<file path="src/rtl/main_mem_port_if.sv">
// main_mem_port_if: every signal between one core-side memory port and
// its environment: the core command side and this core's slice of the
// shared main-memory arbiter.
//
// Modports
//   master : the port itself (main_mem_port). It drives the arbiter
//            requests, strobes, address/data and the core status.
//   slave  : the environment (core + arbiter). It drives the core
//            command, the grant bits and the shared read-data bus.
//
// Signals
//   cpu_req_valid/op/adr/wdat : core command (op 00 rd, 01 wr, 10 lock, 11 unlock)
//   cpu_busy, cpu_done, cpu_rdat : command status and read data back to the core
//   main_mem_*               : arbiter request/strobe/address/data, grant, read bus
//   lock_adr, lock_en, unlock_en, lock_ac : mutex request and its grant
//   dbg_state                : current FSM state, for observation only
interface main_mem_port_if;
   logic        cpu_req_valid;
   logic [1:0]  cpu_req_op;
   logic [15:0] cpu_adr;
   logic [15:0] cpu_wdat;
   logic        cpu_busy;
   logic        cpu_done;
   logic [15:0] cpu_rdat;

   logic        main_mem_write_request;
   logic        main_mem_read_request;
   logic        main_mem_write;
   logic        main_mem_read;
   logic [15:0] main_mem_write_adr;
   logic [15:0] main_mem_write_dat;
   logic        main_mem_ac;
   logic [15:0] main_mem_dat;

   logic [9:0]  lock_adr;
   logic        lock_en;
   logic        unlock_en;
   logic        lock_ac;

   logic [2:0]  dbg_state;

   modport master (
      input  cpu_req_valid, cpu_req_op, cpu_adr, cpu_wdat,
      input  main_mem_ac, main_mem_dat, lock_ac,
      output cpu_busy, cpu_done, cpu_rdat,
      output main_mem_write_request, main_mem_read_request,
      output main_mem_write, main_mem_read,
      output main_mem_write_adr, main_mem_write_dat,
      output lock_adr, lock_en, unlock_en,
      output dbg_state
   );

   modport slave (
      output cpu_req_valid, cpu_req_op, cpu_adr, cpu_wdat,
      output main_mem_ac, main_mem_dat, lock_ac,
      input  cpu_busy, cpu_done, cpu_rdat,
      input  main_mem_write_request, main_mem_read_request,
      input  main_mem_write, main_mem_read,
      input  main_mem_write_adr, main_mem_write_dat,
      input  lock_adr, lock_en, unlock_en,
      input  dbg_state
   );
endinterface

</file>
<file path="src/rtl/main_mem_port.sv">
// main_mem_port: core-side initiator for the shared main-memory arbiter.
// Turns one core command (read, write, lock, unlock) into the arbiter's
// request / strobe / lock handshake and reports completion to the core.
//
// Ports
//   clk        : system clock
//   reset      : asynchronous reset, active low (0 = in reset)
//   bus        : main_mem_port_if.master (core command side + arbiter side)
//   stall_cnt  : [15:0] cycles spent requesting with the grant low
//                (present only when MAIN_MEM_PORT_STALL_CNT_EN is defined)
//
// Handshake: a command is taken on a rising edge where cpu_req_valid=1
// and cpu_busy=0; valid while busy is dropped, never queued. An arbiter
// request stays high until this core's grant bit is seen high in the
// same cycle; the strobe is request AND grant, so it is high only in the
// grant cycle. cpu_done is a one-cycle registered pulse in an IDLE
// cycle, so the next command can be taken in that same cycle.
//
// Optional feature macro: MAIN_MEM_PORT_STALL_CNT_EN (saturating stall counter).
module main_mem_port #(
   parameter int ID = 0
) (
   input  logic                clk,
   input  logic                reset,
   main_mem_port_if.master     bus
`ifdef MAIN_MEM_PORT_STALL_CNT_EN
   ,
   output logic [15:0]         stall_cnt
`endif
);

   // ID only selects which arbiter bit this instance is wired to.
   if (ID < 0 || ID > 7) begin : g_id_range
      $error("main_mem_port: ID must be in 0..7");
   end

   typedef enum logic [2:0] {
      IDLE   = 3'd0,
      WR_REQ = 3'd1,
      RD_REQ = 3'd2,
      RD_CAP = 3'd3,
      LK_REQ = 3'd4,
      UL_REQ = 3'd5
   } state_t;

   state_t      r_state;
   logic        r_done;
   logic [15:0] r_rdat;
   logic        r_wr_req;
   logic        r_rd_req;
   logic [15:0] r_adr;
   logic [15:0] r_wdat;
   logic [9:0]  r_lock_adr;
   logic        r_lock_en;
   logic        r_unlock_en;

   always_ff @(posedge clk or negedge reset) begin
      if (!reset) begin
         r_state     <= IDLE;
         r_done      <= 1'b0;
         r_rdat      <= 16'h0000;
         r_wr_req    <= 1'b0;
         r_rd_req    <= 1'b0;
         r_adr       <= 16'h0000;
         r_wdat      <= 16'h0000;
         r_lock_adr  <= 10'h000;
         r_lock_en   <= 1'b0;
         r_unlock_en <= 1'b0;
      end else begin
         r_done <= 1'b0;
         case (r_state)
            IDLE: begin
               if (bus.cpu_req_valid) begin
                  r_adr      <= bus.cpu_adr;
                  r_lock_adr <= bus.cpu_adr[9:0];
                  r_wdat     <= bus.cpu_wdat;
                  case (bus.cpu_req_op)
                     2'b00: begin
                        r_state  <= RD_REQ;
                        r_rd_req <= 1'b1;
                     end
                     2'b01: begin
                        r_state  <= WR_REQ;
                        r_wr_req <= 1'b1;
                     end
                     2'b10: begin
                        r_state   <= LK_REQ;
                        r_lock_en <= 1'b1;
                     end
                     default: begin
                        r_state     <= UL_REQ;
                        r_unlock_en <= 1'b1;
                     end
                  endcase
               end
            end
            WR_REQ: begin
               if (bus.main_mem_ac) begin
                  r_wr_req <= 1'b0;
                  r_done   <= 1'b1;
                  r_state  <= IDLE;
               end
            end
            RD_REQ: begin
               if (bus.main_mem_ac) begin
                  r_rd_req <= 1'b0;
                  r_state  <= RD_CAP;
               end
            end
            RD_CAP: begin
               // Shared bus carries our data the cycle after the read strobe.
               r_rdat  <= bus.main_mem_dat;
               r_done  <= 1'b1;
               r_state <= IDLE;
            end
            LK_REQ: begin
               if (bus.lock_ac) begin
                  r_lock_en <= 1'b0;
                  r_done    <= 1'b1;
                  r_state   <= IDLE;
               end
            end
            UL_REQ: begin
               if (bus.lock_ac) begin
                  r_unlock_en <= 1'b0;
                  r_done      <= 1'b1;
                  r_state     <= IDLE;
               end
            end
            default: begin
               r_state     <= IDLE;
               r_wr_req    <= 1'b0;
               r_rd_req    <= 1'b0;
               r_lock_en   <= 1'b0;
               r_unlock_en <= 1'b0;
            end
         endcase
      end
   end

   assign bus.cpu_busy               = (r_state != IDLE);
   assign bus.cpu_done               = r_done;
   assign bus.cpu_rdat               = r_rdat;
   assign bus.main_mem_write_request = r_wr_req;
   assign bus.main_mem_read_request  = r_rd_req;
   // Grant is combinational from the arbiter, so the strobe lands in the grant cycle.
   assign bus.main_mem_write         = r_wr_req & bus.main_mem_ac;
   assign bus.main_mem_read          = r_rd_req & bus.main_mem_ac;
   assign bus.main_mem_write_adr     = r_adr;
   assign bus.main_mem_write_dat     = r_wdat;
   assign bus.lock_adr               = r_lock_adr;
   assign bus.lock_en                = r_lock_en;
   assign bus.unlock_en              = r_unlock_en;
   assign bus.dbg_state              = r_state;

`ifdef MAIN_MEM_PORT_STALL_CNT_EN
   logic        w_stall;
   logic [15:0] r_stall_cnt;

   always_comb begin
      w_stall = 1'b0;
      if ((r_state == WR_REQ) || (r_state == RD_REQ))
         w_stall = !bus.main_mem_ac;
      else if ((r_state == LK_REQ) || (r_state == UL_REQ))
         w_stall = !bus.lock_ac;
   end

   always_ff @(posedge clk or negedge reset) begin
      if (!reset)
         r_stall_cnt <= 16'h0000;
      else if (w_stall && (r_stall_cnt != 16'hFFFF))
         r_stall_cnt <= r_stall_cnt + 16'h0001;
   end

   assign stall_cnt = r_stall_cnt;
`endif

endmodule

</file>
<file path="src/flat_wrapper.sv">
// flat-port wrapper written by rule: the top's interface ports become plain ports
module main_mem_port_flat 
#(
   parameter int ID = 0
)
  (clk, reset, bus_cpu_req_valid, bus_cpu_req_op, bus_cpu_adr, bus_cpu_wdat, bus_main_mem_ac, bus_main_mem_dat, bus_lock_ac, bus_cpu_busy, bus_cpu_done, bus_cpu_rdat, bus_main_mem_write_request, bus_main_mem_read_request, bus_main_mem_write, bus_main_mem_read, bus_main_mem_write_adr, bus_main_mem_write_dat, bus_lock_adr, bus_lock_en, bus_unlock_en, bus_dbg_state);
  main_mem_port_if bus_i ();
  input  logic clk;
  input  logic reset;
  input wire logic [$bits(bus_i.cpu_req_valid)-1:0] bus_cpu_req_valid;
  input wire logic [$bits(bus_i.cpu_req_op)-1:0] bus_cpu_req_op;
  input wire logic [$bits(bus_i.cpu_adr)-1:0] bus_cpu_adr;
  input wire logic [$bits(bus_i.cpu_wdat)-1:0] bus_cpu_wdat;
  input wire logic [$bits(bus_i.main_mem_ac)-1:0] bus_main_mem_ac;
  input wire logic [$bits(bus_i.main_mem_dat)-1:0] bus_main_mem_dat;
  input wire logic [$bits(bus_i.lock_ac)-1:0] bus_lock_ac;
  output wire logic [$bits(bus_i.cpu_busy)-1:0] bus_cpu_busy;
  output wire logic [$bits(bus_i.cpu_done)-1:0] bus_cpu_done;
  output wire logic [$bits(bus_i.cpu_rdat)-1:0] bus_cpu_rdat;
  output wire logic [$bits(bus_i.main_mem_write_request)-1:0] bus_main_mem_write_request;
  output wire logic [$bits(bus_i.main_mem_read_request)-1:0] bus_main_mem_read_request;
  output wire logic [$bits(bus_i.main_mem_write)-1:0] bus_main_mem_write;
  output wire logic [$bits(bus_i.main_mem_read)-1:0] bus_main_mem_read;
  output wire logic [$bits(bus_i.main_mem_write_adr)-1:0] bus_main_mem_write_adr;
  output wire logic [$bits(bus_i.main_mem_write_dat)-1:0] bus_main_mem_write_dat;
  output wire logic [$bits(bus_i.lock_adr)-1:0] bus_lock_adr;
  output wire logic [$bits(bus_i.lock_en)-1:0] bus_lock_en;
  output wire logic [$bits(bus_i.unlock_en)-1:0] bus_unlock_en;
  output wire logic [$bits(bus_i.dbg_state)-1:0] bus_dbg_state;
  assign bus_i.cpu_req_valid = bus_cpu_req_valid;
  assign bus_i.cpu_req_op = bus_cpu_req_op;
  assign bus_i.cpu_adr = bus_cpu_adr;
  assign bus_i.cpu_wdat = bus_cpu_wdat;
  assign bus_i.main_mem_ac = bus_main_mem_ac;
  assign bus_i.main_mem_dat = bus_main_mem_dat;
  assign bus_i.lock_ac = bus_lock_ac;
  assign bus_cpu_busy = bus_i.cpu_busy;
  assign bus_cpu_done = bus_i.cpu_done;
  assign bus_cpu_rdat = bus_i.cpu_rdat;
  assign bus_main_mem_write_request = bus_i.main_mem_write_request;
  assign bus_main_mem_read_request = bus_i.main_mem_read_request;
  assign bus_main_mem_write = bus_i.main_mem_write;
  assign bus_main_mem_read = bus_i.main_mem_read;
  assign bus_main_mem_write_adr = bus_i.main_mem_write_adr;
  assign bus_main_mem_write_dat = bus_i.main_mem_write_dat;
  assign bus_lock_adr = bus_i.lock_adr;
  assign bus_lock_en = bus_i.lock_en;
  assign bus_unlock_en = bus_i.unlock_en;
  assign bus_dbg_state = bus_i.dbg_state;
  main_mem_port #(.ID(ID)) u_core (.clk(clk), .reset(reset), .bus(bus_i));
endmodule
</file>
<file path="config.mk">
export PLATFORM = sky130hd
export DESIGN_NAME = main_mem_port_flat
export DESIGN_NICKNAME = d
export VERILOG_FILES = /design/src/rtl/main_mem_port_if.sv /design/src/rtl/main_mem_port.sv /design/src/flat_wrapper.sv
export SDC_FILE = /design/constraint.sdc
export NUM_CORES = 1
export LEC_CHECK = 0
export ABC_AREA = 0
export CAP_MARGIN = 15
export CORE_MARGIN = 2
export CORE_UTILIZATION = 42
export DETAILED_ROUTE_END_ITERATION = 8
export HOLD_SLACK_MARGIN = 0.12
export PLACE_DENSITY = 0.85
export SYNTH_ARGS = -nofsm -noshare
export SYNTH_HDL_FRONTEND = slang
export SYNTH_SLANG_ARGS = --single-unit
</file>
<file path="constraint.sdc">
create_clock -name clk -period 3.2 [get_ports clk]
set_clock_uncertainty 0.1 [all_clocks]
set_input_delay 0.8 -clock clk [delete_from_list [all_inputs] [get_ports clk]]
set_output_delay 0.8 -clock clk [all_outputs]
set_load 0.1 [all_outputs]
</file>
==> results of run 1 <==
[layout make-up]
| class | instances | area (sq um) |
|---|---|---|
| clock inverters | 2 | 13.8 |
| repair buffers | 125 | 1090 |
| fillers | 423 | 1950 |
| clock buffers | 6 | 82.6 |
| multi-input cells | 86 | 795 |
| well taps | 72 | 90.1 |
| flip-flops and latches | 56 | 1400 |
| inverters | 3 | 11.3 |
[state kept, by name, indices dropped and copies added (netlist names)]
name and count:
u_core.bus.lock_adr 9, u_core.bus.main_mem_write_dat 16, u_core.bus.cpu_rdat 16, u_core.bus.main_mem_read_request 1, u_core.bus.unlock_en 1, u_core.bus.main_mem_write_request 1, u_core.bus.cpu_done 1, u_core.bus.dbg_state 3
u_core.bus.main_mem_write_adr 7, u_core.bus.lock_en 1
[synth_stat cells (2+ instances only)]
cell type,instances
nand3_1,2
nor2b_1,2
inv_1,3
a21oi_1,4
a211oi_1,2
nor2_1,4
buf_2,3
mux2_2,44
mux2_1,4
buf_6,4
o21ai_0,3
buf_4,10
and2_1,2
dfrtp_1,56
a31oi_1,2
nand2_1,4
[worst paths after layout]
check	startpoint	end	depth (start not counted)
max	bus_main_mem_ac	bus_main_mem_write	3
min	u_core.bus.main_mem_write_adr[12]$_DFFE_PN0P_	u_core.bus.main_mem_write_adr[12]$_DFFE_PN0P_	1
max reg2reg	u_core.bus.dbg_state[1]$_DFFE_PN0P_	u_core.bus.main_mem_write_dat[2]$_DFFE_PN0P_	3
min reg2reg	u_core.bus.main_mem_write_adr[12]$_DFFE_PN0P_	u_core.bus.main_mem_write_adr[12]$_DFFE_PN0P_	1
max in group asynchronous	reset	u_core.bus.dbg_state[0]$_DFFE_PN0P_	2
min in group asynchronous	reset	u_core.bus.main_mem_write_adr[13]$_DFFE_PN0P_	2
[per-layer routing]
metal / vias to the layer above / wire [um] / GRT usage (%)
met1: 825 / 1950 / 19.5
met4: 0 / 40 / 4.56
met5: - / 0 / 0
met3: 5 / 489 / 5.52
li1: 794 / - / -
met2: 78 / 2430 / 27.4
[logic make-up after synthesis]
logic type / after synthesis
AOI/OAI and AO/OA: 15
adders and majority gates: 1
buffers and inverters: 20
DFF: 56
muxes: 48
and+or+nand+nor: 22
[metrics by stage]
step                hold slack (ns)  instance area (sq um)  util (%)  cells  setup WS [ns]
floorplan                     0.404                   2340         -    162          0.297
global placement              0.370                   3390      62.3    342          0.533
detailed placement            0.377                   3390      62.3    342          0.525
CTS                           0.399                   3490      64.1    350          0.530
global route                  0.422                   3490      64.1    350          0.460
finish                        0.394                   3490      64.1    350          0.530
==> impl_metrics.toml, run 1 <==
[timing]
finalMaxSlewViolations = 0
rsz0062_at_grt = "no"
relSlewSlack_pct = 54.7
post-route-min-period_ns = 2.67
finalSetupTns_ns = 0
hold_viol_final = 0
fmax_ghz = 0.375
fin_crit_sh_pct = 83.4
worstMarginPinSlew_ns = 0.679
setup_violations = 0

[setup_path]
cp_top_family = "buffers and inverters"
r2r_slack_ns = 1.28
crit_slowest_cell = "clkdlybuf4s50_1"
startpoint_type = "primary input"
cp-end-kind = "primary output"
max_stage_delay_ns = 0.57
timing.critical_path.buf_inv = 2
critPathKind = "primary input to primary output"
critical_path_required_ns = 2.30
worstPathCellList = "clkdlybuf4s50_1 -> and2_1 -> buf_12"
worstPathArrival_ns = 1.77
cp_max_fo = 7

[routing]
wirelength_mm = 4.91
ant_nets = 0
vias = 1702
wl_per_cell_um = 14.0
drc = 0
drt_iter0_markers = 76
first_pass_iters = 4
detail_route.vias_per_cell = 4.86

[cells_and_area]
mostFrequentLayoutCells = "buf_4, dfrtp_1, clkdlybuf4s50_1, mux2_2, clkbuf_8"
drive_gt1_share_pct = 45.7
diodes = 0
final_common_cell = "buf_4"
final_nets = 333
area_delta_synth_final_pct = 48.9

[min_path]
min_path_type = "flip-flop to flip-flop"

[die]
core_sq_um = 5440
pin_count = 124
dieArea_sq_um = 6190
die_h_um = 78.7
num_rows = 27
initial_core_util_pct = 43.1
die_w_um = 78.7

[global_route]
grt_pass1_vias = 1673
gr-total-overflow = 0
grt_pass1_wl_mm = 7.89
grt_max_degree = 57
grt_usage_pct = 16.1
antenna_found_initial = 0

[synthesis]
muxShareOfSynthArea_pct = 23.1
synth_ff_type = "dfrtp_1"
synthCells = 162
async_flop_share_pct = 100
synth-seq-cells = 56
synth_edf_count = 0
synthXorXnorAreaFrac_pct = 0
mappedNetlistNets = 218
ys.warnings.count = 0
synth_top_family_by_area = "multiplexers"
netlist.area_leader.share_pct = 59.8
yosysTopAreaCell = "dfrtp_1"
synth.area.top_cells = "dfrtp_1, mux2_2, buf_4"
ys_seq_area_share_pct = 59.8
avgSynthCellArea_sq_um = 14.5
synthesis.area_sq_um = 2340
yosysUniqueCellTypes = 29
synth-simple-area-share_pct = 6.20
yosys.area_share.adder_pct = 0.534
synth-compound-area-share_pct = 4.11

[cts]
cts_buffers = 5
htree_num_levels = 2
clock_sinks = 56
cts_root_buf = "clkbuf_8"
clk_pin_slew_ns = 0.09
hold_buffers = 0
postCtsSetupBuffers = 0
clockBufferDepth = 2
clock_latency_ns = 0.30
cts_tree = "done"
post_cts_resized = 0

[run]
max_cap_violations = 0

[placed_design]
gp_congestion = 0.827
dp_hpwl_mm = 3.59
portBuffers = 123

[run_status]
status = "finished clean"
Power of run 1 is left out: the tool's default activity adds up to more than one toggle a clock period on the data nets, which glitch-free logic cannot reach.
==> inputs of run 2 (changes only) <==
CORE_UTILIZATION = 39   (was 42)
PLACE_DENSITY = 0.8   (was 0.85)
clock period = 2.7 ns   (was 3.2 ns; I/O delays follow)
==> run 2 against run 1 <==
Die area up 7.3%; highest routed layer unchanged; first-iteration DRC count down 33%; design area up 1.0%; register-to-register slack worse by 0.30 ns; routed wire length up 0.55%.
==> impl_metrics.toml, run 2 (synthesis gave the netlist of run 1 again) <==
[run_status]
status = "finished clean"

[cells_and_area]
mostFrequentLayoutCells = "buf_4, dfrtp_1, clkdlybuf4s50_1, mux2_2, clkbuf_8"
final_nets = 336
diodes = 0
drive_gt1_share_pct = 46.3
finalInstanceArea_sq_um = 3520
area_delta_synth_final_pct = 50.4
final_common_cell = "buf_4"

[timing]
fmax_ghz = 0.418
setup_violations = 0
relSlewSlack_pct = 70.4
finalSetupTns_ns = 0
rsz0062_at_grt = "no"
finalMaxSlewViolations = 0
worstMarginPinSlew_ns = 0.444
fin_crit_sh_pct = 88.6
hold_viol_final = 0
post-route-min-period_ns = 2.39
layout_setup_ws_ns = 0.308

[cts]
htree_num_levels = 2
cts_root_buf = "clkbuf_8"
hold_buffers = 0
clock_sinks = 56
postCtsSetupBuffers = 0
clk_pin_slew_ns = 0.09
post_cts_resized = 0
cts_buffers = 5
cts_tree = "done"
clock_latency_ns = 0.30
clockBufferDepth = 2

[die]
core_sq_um = 5850
initial_core_util_pct = 40.0
dieArea_sq_um = 6640
die_h_um = 81.5
die_w_um = 81.5
pin_count = 124
num_rows = 28

[routing]
ant_nets = 0
first_pass_iters = 4
vias = 1671
drc = 0
wirelength_mm = 4.94
wl_per_cell_um = 13.9
drt_iter0_markers = 51
detail_route.vias_per_cell = 4.69

[min_path]
min_path_type = "primary input to async pin"

[placed_design]
gp_congestion = 0.789
dpl-instance-area_sq_um = 3430
portBuffers = 123
dp_hpwl_mm = 3.83
place_ws_ns = 0.311

[setup_path]
max_stage_delay_ns = 0.54
cp_top_family = "buffers and inverters"
cp-end-kind = "primary output"
crit_slowest_cell = "clkdlybuf4s50_1"
critical_path_required_ns = 1.92
worstPathCellList = "clkdlybuf4s50_1 -> and2_1 -> buf_12"
critPathKind = "primary input to primary output"
worstPathArrival_ns = 1.62
timing.critical_path.buf_inv = 2
cp_max_fo = 3
startpoint_type = "primary input"

[run]
max_cap_violations = 0

[global_route]
grt_pass1_wl_mm = 7.56
antenna_found_initial = 0
grt_usage_pct = 15.0
gr-total-overflow = 0
grt_pass1_vias = 1627
grt_max_degree = 34
## run 2: through the flow
stage | std cells | utilization (%) | hold WS (ns)
floorplan | 162 | - | 0.279
global placement | 348 | 58.7 | 0.373
detailed placement | 348 | 58.7 | 0.381
CTS | 356 | 60.2 | 0.210
global route | 356 | 60.2 | 0.234
finish | 356 | 60.2 | 0.203
## run 2: final cells by class
type | count | area, sq um
Clock buffer | 8 | 90.1
Tap cell | 75 | 93.8
Fill cell | 477 | 2330
Timing Repair Buffer | 128 | 1130
Multi-Input combinational cell | 86 | 795
Sequential cell | 56 | 1400
Inverter | 3 | 11.3
## run 2: path summary, 6_finish.rpt
kind | start | to | slack [ns] | cells after the start
hold / removal | reset | u_core.bus.main_mem_write_adr[15]$_DFFE_PN0P_ | 0.20 | 1
max in group asynchronous | reset | u_core.bus.cpu_rdat[13]$_DFFE_PN0N_ | 1.65 | 2
min in group clk | u_core.bus.main_mem_write_adr[14]$_DFFE_PN0P_ | u_core.bus.main_mem_write_adr[14]$_DFFE_PN0P_ | 0.40 | 1
hold reg to reg | u_core.bus.main_mem_write_adr[14]$_DFFE_PN0P_ | u_core.bus.main_mem_write_adr[14]$_DFFE_PN0P_ | 0.40 | 1
setup / recovery | bus_main_mem_ac | bus_main_mem_read | 0.31 | 3
setup reg to reg | u_core.bus.dbg_state[1]$_DFFE_PN0P_ | u_core.bus.lock_adr[6]$_DFFE_PN0P_ | 0.98 | 3
## run 2: per-layer routing
| metal | up-vias | part of all wire (%) | GRT usage [%] |
|---|---|---|---|
| met4 | 0 | 0.55 | 4.07 |
| met2 | 62 | 50 | 25.7 |
| li1 | 791 | - | - |
| met1 | 814 | 41 | 17.8 |
| met5 | - | 0 | 0 |
| met3 | 4 | 8.6 | 5.27 |
Power of run 2 is left out for the same reason.
